==> config.mk <==
export PLATFORM = sky130hd
export DESIGN_NAME = fdiv_iter
export DESIGN_NICKNAME = d
export VERILOG_FILES = /design/src/rtl/fdiv_iter.sv
export SDC_FILE = /design/constraint.sdc
export NUM_CORES = 1
export LEC_CHECK = 0
export ABC_CLOCK_PERIOD_IN_PS = 4700
export BUFFER_PORTS_ARGS = -buffer_cell sky130_fd_sc_hd__buf_2
export CORE_AREA = 4 4 108 212
export DETAILED_ROUTE_END_ITERATION = 16
export DIE_AREA = 0 0 112 216
export GPL_TIMING_DRIVEN = 0
export PLACE_DENSITY = 0.6
export SYNTH_ARGS = -nofsm -noshare
export SYNTH_HDL_FRONTEND = slang
export SYNTH_SLANG_ARGS = --single-unit
==> constraint.sdc <==
create_clock -name clk -period 4.7 [get_ports clk]
set_input_delay 0.235 -clock clk [delete_from_list [all_inputs] [get_ports clk]]
set_output_delay 0.235 -clock clk [all_outputs]
set_load 0.03 [all_outputs]
==> src/rtl/fdiv_iter.sv <==
// Iterative single-precision divider, y = x1 / x2.
// Denormal operands are treated as zero, the mantissa is truncated, and results
// outside the normal range saturate to signed zero or signed infinity.
// Restoring division produces one quotient bit per cycle.
//
// state | meaning
// IDLE  | waiting for operands, in_ready_o high
// CALC  | restoring division, one quotient bit per cycle (cnt 24 down to 0)
// NORM  | normalise the quotient, build the exponent, saturate, register y
// DONE  | result presented, waiting for out_ready_i
module fdiv_iter #(
    parameter logic [31:0] NAN_VALUE = 32'h7FC0_0000
) (
    input  logic        clk,
    input  logic        rstn,
    input  logic [31:0] x1_i,
    input  logic [31:0] x2_i,
    input  logic        in_valid_i,
    output logic        in_ready_o,
    output logic [31:0] y_o,
    output logic        out_valid_o,
    input  logic        out_ready_i
);

    typedef enum logic [1:0] {
        IDLE = 2'd0,
        CALC = 2'd1,
        NORM = 2'd2,
        DONE = 2'd3
    } state_t;

    state_t             state_q, state_d;
    logic [24:0]        r_q, r_d;
    logic [23:0]        d_q, d_d;
    logic [24:0]        q_q, q_d;
    logic [4:0]         cnt_q, cnt_d;
    logic signed [9:0]  ediff_q, ediff_d;
    logic               s_q, s_d;
    logic [31:0]        y_q, y_d;

    logic [7:0]         e1, e2;
    logic               x1_zero, x2_zero, x1_inf, x2_inf;
    logic               sign_in;
    logic               special;
    logic [31:0]        special_y;
    logic [24:0]        d_ext;
    logic signed [9:0]  e_norm;
    logic [22:0]        mant_norm;

    assign in_ready_o  = (state_q == IDLE);
    assign out_valid_o = (state_q == DONE);
    assign y_o         = y_q;

    // State and datapath registers with synchronous active-low reset.
    always_ff @(posedge clk) begin
        if (!rstn) begin
            state_q <= IDLE;
            r_q     <= '0;
            d_q     <= '0;
            q_q     <= '0;
            cnt_q   <= '0;
            ediff_q <= '0;
            s_q     <= 1'b0;
            y_q     <= '0;
        end else begin
            state_q <= state_d;
            r_q     <= r_d;
            d_q     <= d_d;
            q_q     <= q_d;
            cnt_q   <= cnt_d;
            ediff_q <= ediff_d;
            s_q     <= s_d;
            y_q     <= y_d;
        end
    end

    // Operand classification; exponent 255 is always infinity, NaN payloads ignored.
    always_comb begin
        e1        = x1_i[30:23];
        e2        = x2_i[30:23];
        x1_zero   = (e1 == 8'h00);
        x2_zero   = (e2 == 8'h00);
        x1_inf    = (e1 == 8'hFF);
        x2_inf    = (e2 == 8'hFF);
        sign_in   = x1_i[31] ^ x2_i[31];
        special   = 1'b1;
        special_y = '0;
        if ((x1_zero && x2_zero) || (x1_inf && x2_inf)) begin
            special_y = NAN_VALUE;
        end else if (x2_zero || x1_inf) begin
            special_y = {sign_in, 8'hFF, 23'd0};
        end else if (x1_zero || x2_inf) begin
            special_y = {sign_in, 31'd0};
        end else begin
            special = 1'b0;
        end
    end

    // Quotient normalisation: exponent bias depends on whether q[24] is set.
    always_comb begin
        d_ext     = {1'b0, d_q};
        e_norm    = ediff_q + (q_q[24] ? 10'sd127 : 10'sd126);
        mant_norm = q_q[24] ? q_q[23:1] : q_q[22:0];
    end

    // Next-state and datapath update for the divider FSM.
    always_comb begin
        state_d = state_q;
        r_d     = r_q;
        d_d     = d_q;
        q_d     = q_q;
        cnt_d   = cnt_q;
        ediff_d = ediff_q;
        s_d     = s_q;
        y_d     = y_q;
        case (state_q)
            IDLE: begin
                if (in_valid_i) begin
                    s_d = sign_in;
                    if (special) begin
                        y_d     = special_y;
                        state_d = DONE;
                    end else begin
                        r_d     = {2'b01, x1_i[22:0]};
                        d_d     = {1'b1, x2_i[22:0]};
                        q_d     = '0;
                        cnt_d   = 5'd24;
                        ediff_d = $signed({2'b00, e1}) - $signed({2'b00, e2});
                        state_d = CALC;
                    end
                end
            end
            CALC: begin
                if (r_q >= d_ext) begin
                    q_d = q_q | (25'd1 << cnt_q);
                    r_d = (r_q - d_ext) << 1;
                end else begin
                    r_d = r_q << 1;
                end
                if (cnt_q == 5'd0) begin
                    state_d = NORM;
                end else begin
                    cnt_d = cnt_q - 5'd1;
                end
            end
            NORM: begin
                if (e_norm >= 10'sd255) begin
                    y_d = {s_q, 8'hFF, 23'd0};
                end else if (e_norm <= 10'sd0) begin
                    y_d = {s_q, 31'd0};
                end else begin
                    y_d = {s_q, e_norm[7:0], mant_norm};
                end
                state_d = DONE;
            end
            DONE: begin
                if (out_ready_i) begin
                    state_d = IDLE;
                end
            end
            default: state_d = IDLE;
        endcase
    end

endmodule
### Yosys cells after proc, flatten, opt, wreduce, memory -nomap -nowiden

Index checks and enable logic that the tools add are counted.

* register bits: 124
* output and inout bits: 34
* logic and storage cells: 79

* $add $sub $neg: 4
* order comparisons: 3
* equality and inequality tests: 12
* shift operators: 1
* multiplexer cells: 30
* bitwise logic cells: 3
* reduce and logical (&&, ||, !) cells: 18

Operators by type and width (number)
* 32-bit two-way mux: 5
* 25-bit two-way mux: 6
* 25-bit case mux with 2 select lines: 2
* 32-bit case mux with 2 select lines: 1
* 31-bit two-way mux: 2
* 25-bit by 24-bit greater-or-equal comparator with 1-bit output: 1
* 25-bit OR: 1
* 1-bit by 5-bit << shifter with 25-bit output, first input constant: 1
* 24-bit subtractor: 1
* 23-bit two-way mux: 1
* 8-bit == test, second input constant: 2
* 8-bit zero test: 2
* 5-bit two-way mux: 3
* 3-bit AND reduction: 4
* 10-bit by 8-bit adder with 10-bit output: 1
* 10-bit by 9-bit greater-or-equal comparator with 1-bit output, second input constant: 1
* 10-bit by 1-bit <= comparator with 1-bit output, second input constant: 1
* 2-bit != test, second input constant: 5
* 5-bit case mux with 2 select lines: 1
* 8-bit by 8-bit subtractor with 9-bit output: 1
* 2-bit two-way mux: 4
* 2-bit case mux with 4 select lines: 1
* 4-bit AND reduction: 2
* 5-bit zero test: 1
* other kinds (12): 21

### Depth between registers and ports, before layout

* word-level depth: 8
* depth in mapped cells: 13
* gate-level depth less buffers: 12

### Least setup slack after synthesis

No wires, ideal clock.

* path type: register to register
* start: register r_q[0]
* end: register r_q[21]
* data arrival time: 2.377 ns
* required time: 4.604 ns
* path slack: 2.227 ns
* cell stages (with the launch flop): 13
* path buffers: 0
* period minus slack after synthesis: 2.473 ns
* cell sequence: dfxtp_1 > inv_1 > ha_1 > fa_1 > nand2b_1 > a21oi_1 > o211ai_1 > a21oi_1 > a31o_2 > a31oi_1 > xor2_1 > o21ai_0 > nor4b_1

* word-level cells in the longest chain between the ends: 3
* elaborated cells on any way between the ends: 4
* classes of those cells: 1 x add/sub; 1 x order compare; 2 x mux

Ends and longest elaborated chain
* start: declaration: line 33 `logic [24:0] r_q, r_d;`
* start signal: assignment: line 67 `r_q <= r_d;`
* 24-bit subtractor or 25-bit by 24-bit greater-or-equal comparator with 1-bit output (tied branches): line 136, 134
* 25-bit two-way mux (*): line 134 `if (r_q >= d_ext) begin`
* 25-bit case mux with 2 select lines (*): line 116 `case (state_q)`

Every way passes the cells marked *; elsewhere a longest branch is shown, timed or not.
A chain may end at the register's enable or synchronous reset.

### Worst setup path in the final report

Ends and elaborated chain as after synthesis.

==> flow_summary.html <==
<table>
<tr><th>Metric</th><th>Value</th></tr>
<tr><th colspan="2">Floorplanning</th></tr>
<tr><td>Number of I/O pins</td><td>between 100 and 150</td></tr>
<tr><td>FP Rows</td><td>75</td></tr>
<tr><td>Die Wd</td><td>112 µm</td></tr>
<tr><td>Height of the die</td><td>216 µm</td></tr>
<tr><td>Area of the die</td><td>24200 µm²</td></tr>
<tr><td>Effective utilization at floorplan</td><td>33.8%</td></tr>
<tr><td>Core box area</td><td>21100 µm²</td></tr>
<tr><th colspan="2">Power and ir drop</th></tr>
<tr><td>Net switching power of the design</td><td>between 2000 and 3000 µW</td></tr>
<tr><td>Share of total power in sequential cells</td><td>roughly 22%</td></tr>
<tr><td>Portion of total power attributed to the clock network</td><td>23.0%</td></tr>
<tr><td>Combinational share of power</td><td>54.8%</td></tr>
<tr><td>Internal power</td><td>3400 µW</td></tr>
<tr><td>Maximum ir drop on the vdd rail</td><td>slightly above 0.3 mV</td></tr>
<tr><td>Power density cells</td><td>726 nW/µm²</td></tr>
<tr><td>Lkg Pwr</td><td>0.00343 µW</td></tr>
<tr><td>Net switching share of the total power</td><td>45.6%</td></tr>
<tr><th colspan="2">Timing</th></tr>
<tr><td>Final min period</td><td>3.18 ns</td></tr>
<tr><td>Setup violators final</td><td>0</td></tr>
<tr><td>Hold slack</td><td>around 0.041 ns</td></tr>
<tr><td>Final Slew Violations</td><td>0</td></tr>
<tr><td>Slew Limit Headroom</td><td>a little over half</td></tr>
<tr><td>Pin slew with the least headroom to its limit</td><td>0.718 ns</td></tr>
<tr><td>Hold Fails Final Rpt</td><td>0</td></tr>
<tr><td>Maximum frequency from static timing analysis</td><td>0.315 GHz</td></tr>
<tr><td>RSZ-0062 raised after global routing</td><td>no</td></tr>
<tr><td>Worst clock skew on the final layout</td><td>0.0107 ns</td></tr>
<tr><td>Setup Total Neg Slack</td><td>0 ns</td></tr>
<tr><td>Final worst-path cycle share</td><td>67.6%</td></tr>
<tr><th colspan="2">Synth</th></tr>
<tr><td>Most frequent cell after synthesis</td><td>sky130_fd_sc_hd__dfxtp_1</td></tr>
<tr><td>Share of flip-flops with an asynchronous set or reset after synthesis</td><td>0%</td></tr>
<tr><td>Average size of a mapped cell</td><td>8.00 µm²</td></tr>
<tr><td>Post-synth top area share</td><td>34.6%</td></tr>
<tr><td>Number of register bits inferred by synthesis</td><td>between 100 and 150</td></tr>
<tr><td>Synthesized instance count</td><td>about 900</td></tr>
<tr><td>Most common flop cell mapped by yosys</td><td>sky130_fd_sc_hd__dfxtp_1</td></tr>
<tr><td>Cell type contributing the most total cell area after synthesis</td><td>sky130_fd_sc_hd__dfxtp_1</td></tr>
<tr><td>Count of yosys warnings during synthesis</td><td>0</td></tr>
<tr><td>Share of the yosys chip area belonging to registers</td><td>approximately 35%</td></tr>
<tr><td>Number of nets in the synthesized netlist</td><td>approximately 1000</td></tr>
<tr><td>Synth cell count leaders</td><td>sky130_fd_sc_hd__dfxtp_1 (123), sky130_fd_sc_hd__a21oi_1 (112), sky130_fd_sc_hd__nand2_1 (97)</td></tr>
<tr><td>Number of enable flip-flop cells after synthesis</td><td>0</td></tr>
<tr><td>Post-synthesis instance area</td><td>~7100 µm²</td></tr>
<tr><td>Distinct cell type count after synthesis</td><td>74</td></tr>
<tr><td>Ranking of synthesized cells by area</td><td>sky130_fd_sc_hd__dfxtp_1 (35%), sky130_fd_sc_hd__a21oi_1 (7.9%), sky130_fd_sc_hd__ha_1 (7.5%)</td></tr>
<tr><th colspan="2">CTS</th></tr>
<tr><td>Number of sinks handled by clock tree synthesis</td><td>approximately 120</td></tr>
<tr><td>Resized cells post-CTS</td><td>0</td></tr>
<tr><td>Worst skew pair latency</td><td>~0.43 ns</td></tr>
<tr><td>Number of buffers added for setup after CTS</td><td>0</td></tr>
<tr><td>Clock tree from TritonCTS</td><td>yes</td></tr>
<tr><td>Clk root buf</td><td>sky130_fd_sc_hd__clkbuf_16</td></tr>
<tr><td>Maximum clock insertion buffer count</td><td>2</td></tr>
<tr><td>Number of buffers inserted during clock tree synthesis</td><td>17</td></tr>
<tr><td>Count of H-tree levels built during CTS</td><td>4</td></tr>
<tr><td>Number of buffers inserted for hold repair after clock tree synthesis</td><td>0</td></tr>
<tr><td>Clock input transition at the sequential cells of the worst setup and hold paths</td><td>around 0.060 ns</td></tr>
<tr><th colspan="2">Critical path</th></tr>
<tr><td>Slowest cell delay on critical path</td><td>between 0.5 and 0.6 ns</td></tr>
<tr><td>Cell breakdown of the critical path</td><td>inv_1, ha_1, fa_1, nand2b_1, a21oi_1, o211ai_1, a21oi_1, a31o_2, a31oi_1, xor2_1, o21ai_0, nor4b_1</td></tr>
<tr><td>Critical Path Most Common Cell</td><td>sky130_fd_sc_hd__a21oi_1</td></tr>
<tr><td>Worst Path Required</td><td>5.04 ns</td></tr>
<tr><td>Element type at the critical path start</td><td>register</td></tr>
<tr><td>Critical-path cell with the highest stage delay</td><td>sky130_fd_sc_hd__a21oi_1</td></tr>
<tr><td>Max Fanout on Critical Path</td><td>5</td></tr>
<tr><td>Path type of the worst setup path</td><td>reg2reg</td></tr>
<tr><td>Data arrival time of the critical path</td><td>3.51 ns</td></tr>
<tr><td>Reg2reg setup slack</td><td>1.52 ns</td></tr>
<tr><td>Worst Setup End Kind</td><td>register</td></tr>
<tr><th colspan="2">Drt</th></tr>
<tr><td>Number of optimization iterations in the first detailed-route pass</td><td>5</td></tr>
<tr><td>Post-detailed-route wirelength per cell</td><td>between 15 and 20 µm</td></tr>
<tr><td>Antenna Violating Nets Remaining</td><td>0</td></tr>
<tr><td>Residual DRC</td><td>0</td></tr>
<tr><td>Total wirelength of the detailed-routed design</td><td>22.8 mm</td></tr>
<tr><td>Starting DRT DRC Count</td><td>approximately 300</td></tr>
<tr><td>Total number of vias</td><td>6878</td></tr>
<tr><td>Avg Vias per Cell</td><td>5.32</td></tr>
<tr><th colspan="2">Placed design</th></tr>
<tr><td>Number of placed cells counting well taps</td><td>1260</td></tr>
<tr><td>Half-perimeter wire length after placement</td><td>17.8 mm</td></tr>
<tr><td>Final weighted congestion in routability-driven placement</td><td>0.926</td></tr>
<tr><td>Number of I/O port buffers</td><td>100</td></tr>
<tr><th colspan="2">Final layout</th></tr>
<tr><td>Total inserted antenna cells</td><td>0</td></tr>
<tr><td>Area of the multi-input gates</td><td>4240 µm²</td></tr>
<tr><td>Share of cells above drive strength 1</td><td>16.8%</td></tr>
<tr><td>Post-layout nets</td><td>roughly 1100</td></tr>
<tr><td>Area growth from synthesis to layout</td><td>20.8%</td></tr>
<tr><td>Number of fill cells in the layout</td><td>2216</td></tr>
<tr><td>Final non-filler cell total</td><td>~1300</td></tr>
<tr><td>Sequential Area</td><td>2460 µm²</td></tr>
<tr><th colspan="2">GRT</th></tr>
<tr><td>Antenna violations before repair</td><td>0</td></tr>
<tr><td>Aggregate global routing overflow</td><td>0</td></tr>
<tr><td>Pin count of the biggest net entering global routing</td><td>17</td></tr>
<tr><td>Overall Global Routing Usage</td><td>around a fifth</td></tr>
<tr><td>Via count of the first global-routing pass</td><td>7056</td></tr>
<tr><td>Wire length of the first global-routing pass</td><td>36.0 mm</td></tr>
<tr><th colspan="2">Run status</th></tr>
<tr><td>Result of the run</td><td>finished clean</td></tr>
<tr><th colspan="2">Job</th></tr>
<tr><td>Maxcap violations</td><td>0</td></tr>
<tr><th colspan="2">Min path</th></tr>
<tr><td>Worst hold path type</td><td>in2reg</td></tr>
</table>
==> final timing paths <==
check | from | end | cells past startpoint
setup / recovery | r_q[0] | r_q[21] | 12
hold / removal | x2_i[9] | d_q[9] | 3
setup reg to reg | r_q[0] | r_q[21] | 12
hold reg to reg | d_q[16] | d_q[16] | 2
==> power by group through the flow <==
stage,Sequential (µW),Combinational [µW],Clock [µW]
floorplan,1400,2480,0
global placement,1410,3360,0
detailed placement,1410,3390,0
CTS,1390,3420,1460
global route,1410,3740,1500
finish,1390,3430,1440
==> cell families after synthesis <==
logic type | Yosys count | synth area share (%)
AOI/OAI and AO/OA | 249 | 23.0
xor gates and xnor gates | 32 | 3.93
adders and majority gates | 45 | 8.11
buffers and inverters | 102 | 5.92
DFF | 123 | 34.6
muxes | 30 | 4.23
and+or+nand+nor | 310 | 20.2
==> stage by stage <==
step | total power (µW) | utilization [%] | area [µm²] | setup slack [ns]
2_1_floorplan | 3880 | - | 7130 | 2.23
6_report | 6250 | 40.8 | 8610 | 1.52
3_3_place_gp | 4770 | 37.7 | 7960 | 1.67
5_1_grt | 6660 | 40.8 | 8610 | 1.27
3_5_place_dp | 4800 | 37.7 | 7960 | 1.58
4_1_cts | 6260 | 40.8 | 8610 | 1.57
==> cell type report <==
| type | instances | share of cell area [%] |
|---|---|---|
| Sequential cell | 123 | 28.6 |
| Clock buffer | 19 | 5.26 |
| Timing Repair Buffer | 100 | 5.82 |
| Tap cell | 269 | 3.91 |
| Clock inverter | 13 | 2.20 |
| Multi-Input combinational cell | 666 | 49.3 |
| Buffer | 52 | 2.72 |
| Inverter | 50 | 2.18 |
==> critical path: cells and delay by family (launching register included) <==
| kind | cells | cell delay, ns |
|---|---|---|
| DFF | 1 | 0.33 |
| xor gates and xnor gates | 1 | 0.15 |
| buffers and inverters | 1 | 0.06 |
| and+or+nand+nor | 2 | 0.44 |
| adders and majority gates | 2 | 0.60 |
| AOI/OAI and AO/OA | 6 | 1.50 |
==> flip-flops by register name, indices dropped and copies added (netlist names) <==
signal / cells
cnt_q: 5
y_o: 32
r_q: 25
ediff_q: 9
s_q: 1
d_q: 24
q_q: 25
state_q: 2
==> layer usage <==
metal / GRT usage [%] / share of wire, % / up-vias
met5: 0 / 0 / -
met4: 9.79 / 4.1 / 0
met3: 3.39 / 3.5 / 57
met2: 36.8 / 55 / 170
met1: 18.5 / 37 / 3250
li1: - / - / 3401
==> cells in the final DEF, fill, tap and decap left out, types with 4 or more instances in the layout <==
cell,instances
sky130_fd_sc_hd__nor2b_1,14
sky130_fd_sc_hd__o21ai_0,26
sky130_fd_sc_hd__a211oi_1,8
sky130_fd_sc_hd__nor4_1,5
sky130_fd_sc_hd__nor3_1,36
sky130_fd_sc_hd__clkbuf_16,17
sky130_fd_sc_hd__o211ai_1,15
sky130_fd_sc_hd__xor2_1,16
sky130_fd_sc_hd__nand2_1,97
sky130_fd_sc_hd__nand2b_1,9
sky130_fd_sc_hd__a21o_1,10
sky130_fd_sc_hd__a31oi_1,12
sky130_fd_sc_hd__a22oi_1,4
sky130_fd_sc_hd__and2_1,5
sky130_fd_sc_hd__or3_1,6
sky130_fd_sc_hd__nand4_1,13
sky130_fd_sc_hd__xnor2_1,16
sky130_fd_sc_hd__buf_2,104
sky130_fd_sc_hd__a32o_1,6
sky130_fd_sc_hd__a41oi_1,8
sky130_fd_sc_hd__ha_1,43
sky130_fd_sc_hd__a21oi_1,112
sky130_fd_sc_hd__mux2i_1,29
sky130_fd_sc_hd__nor2_1,93
sky130_fd_sc_hd__clkbuf_1,39
sky130_fd_sc_hd__bufinv_16,4
sky130_fd_sc_hd__o221a_2,8
sky130_fd_sc_hd__dfxtp_1,123
sky130_fd_sc_hd__inv_1,48
sky130_fd_sc_hd__nand3_1,13
No activity file was read; power rests on OpenSTA's default activity.
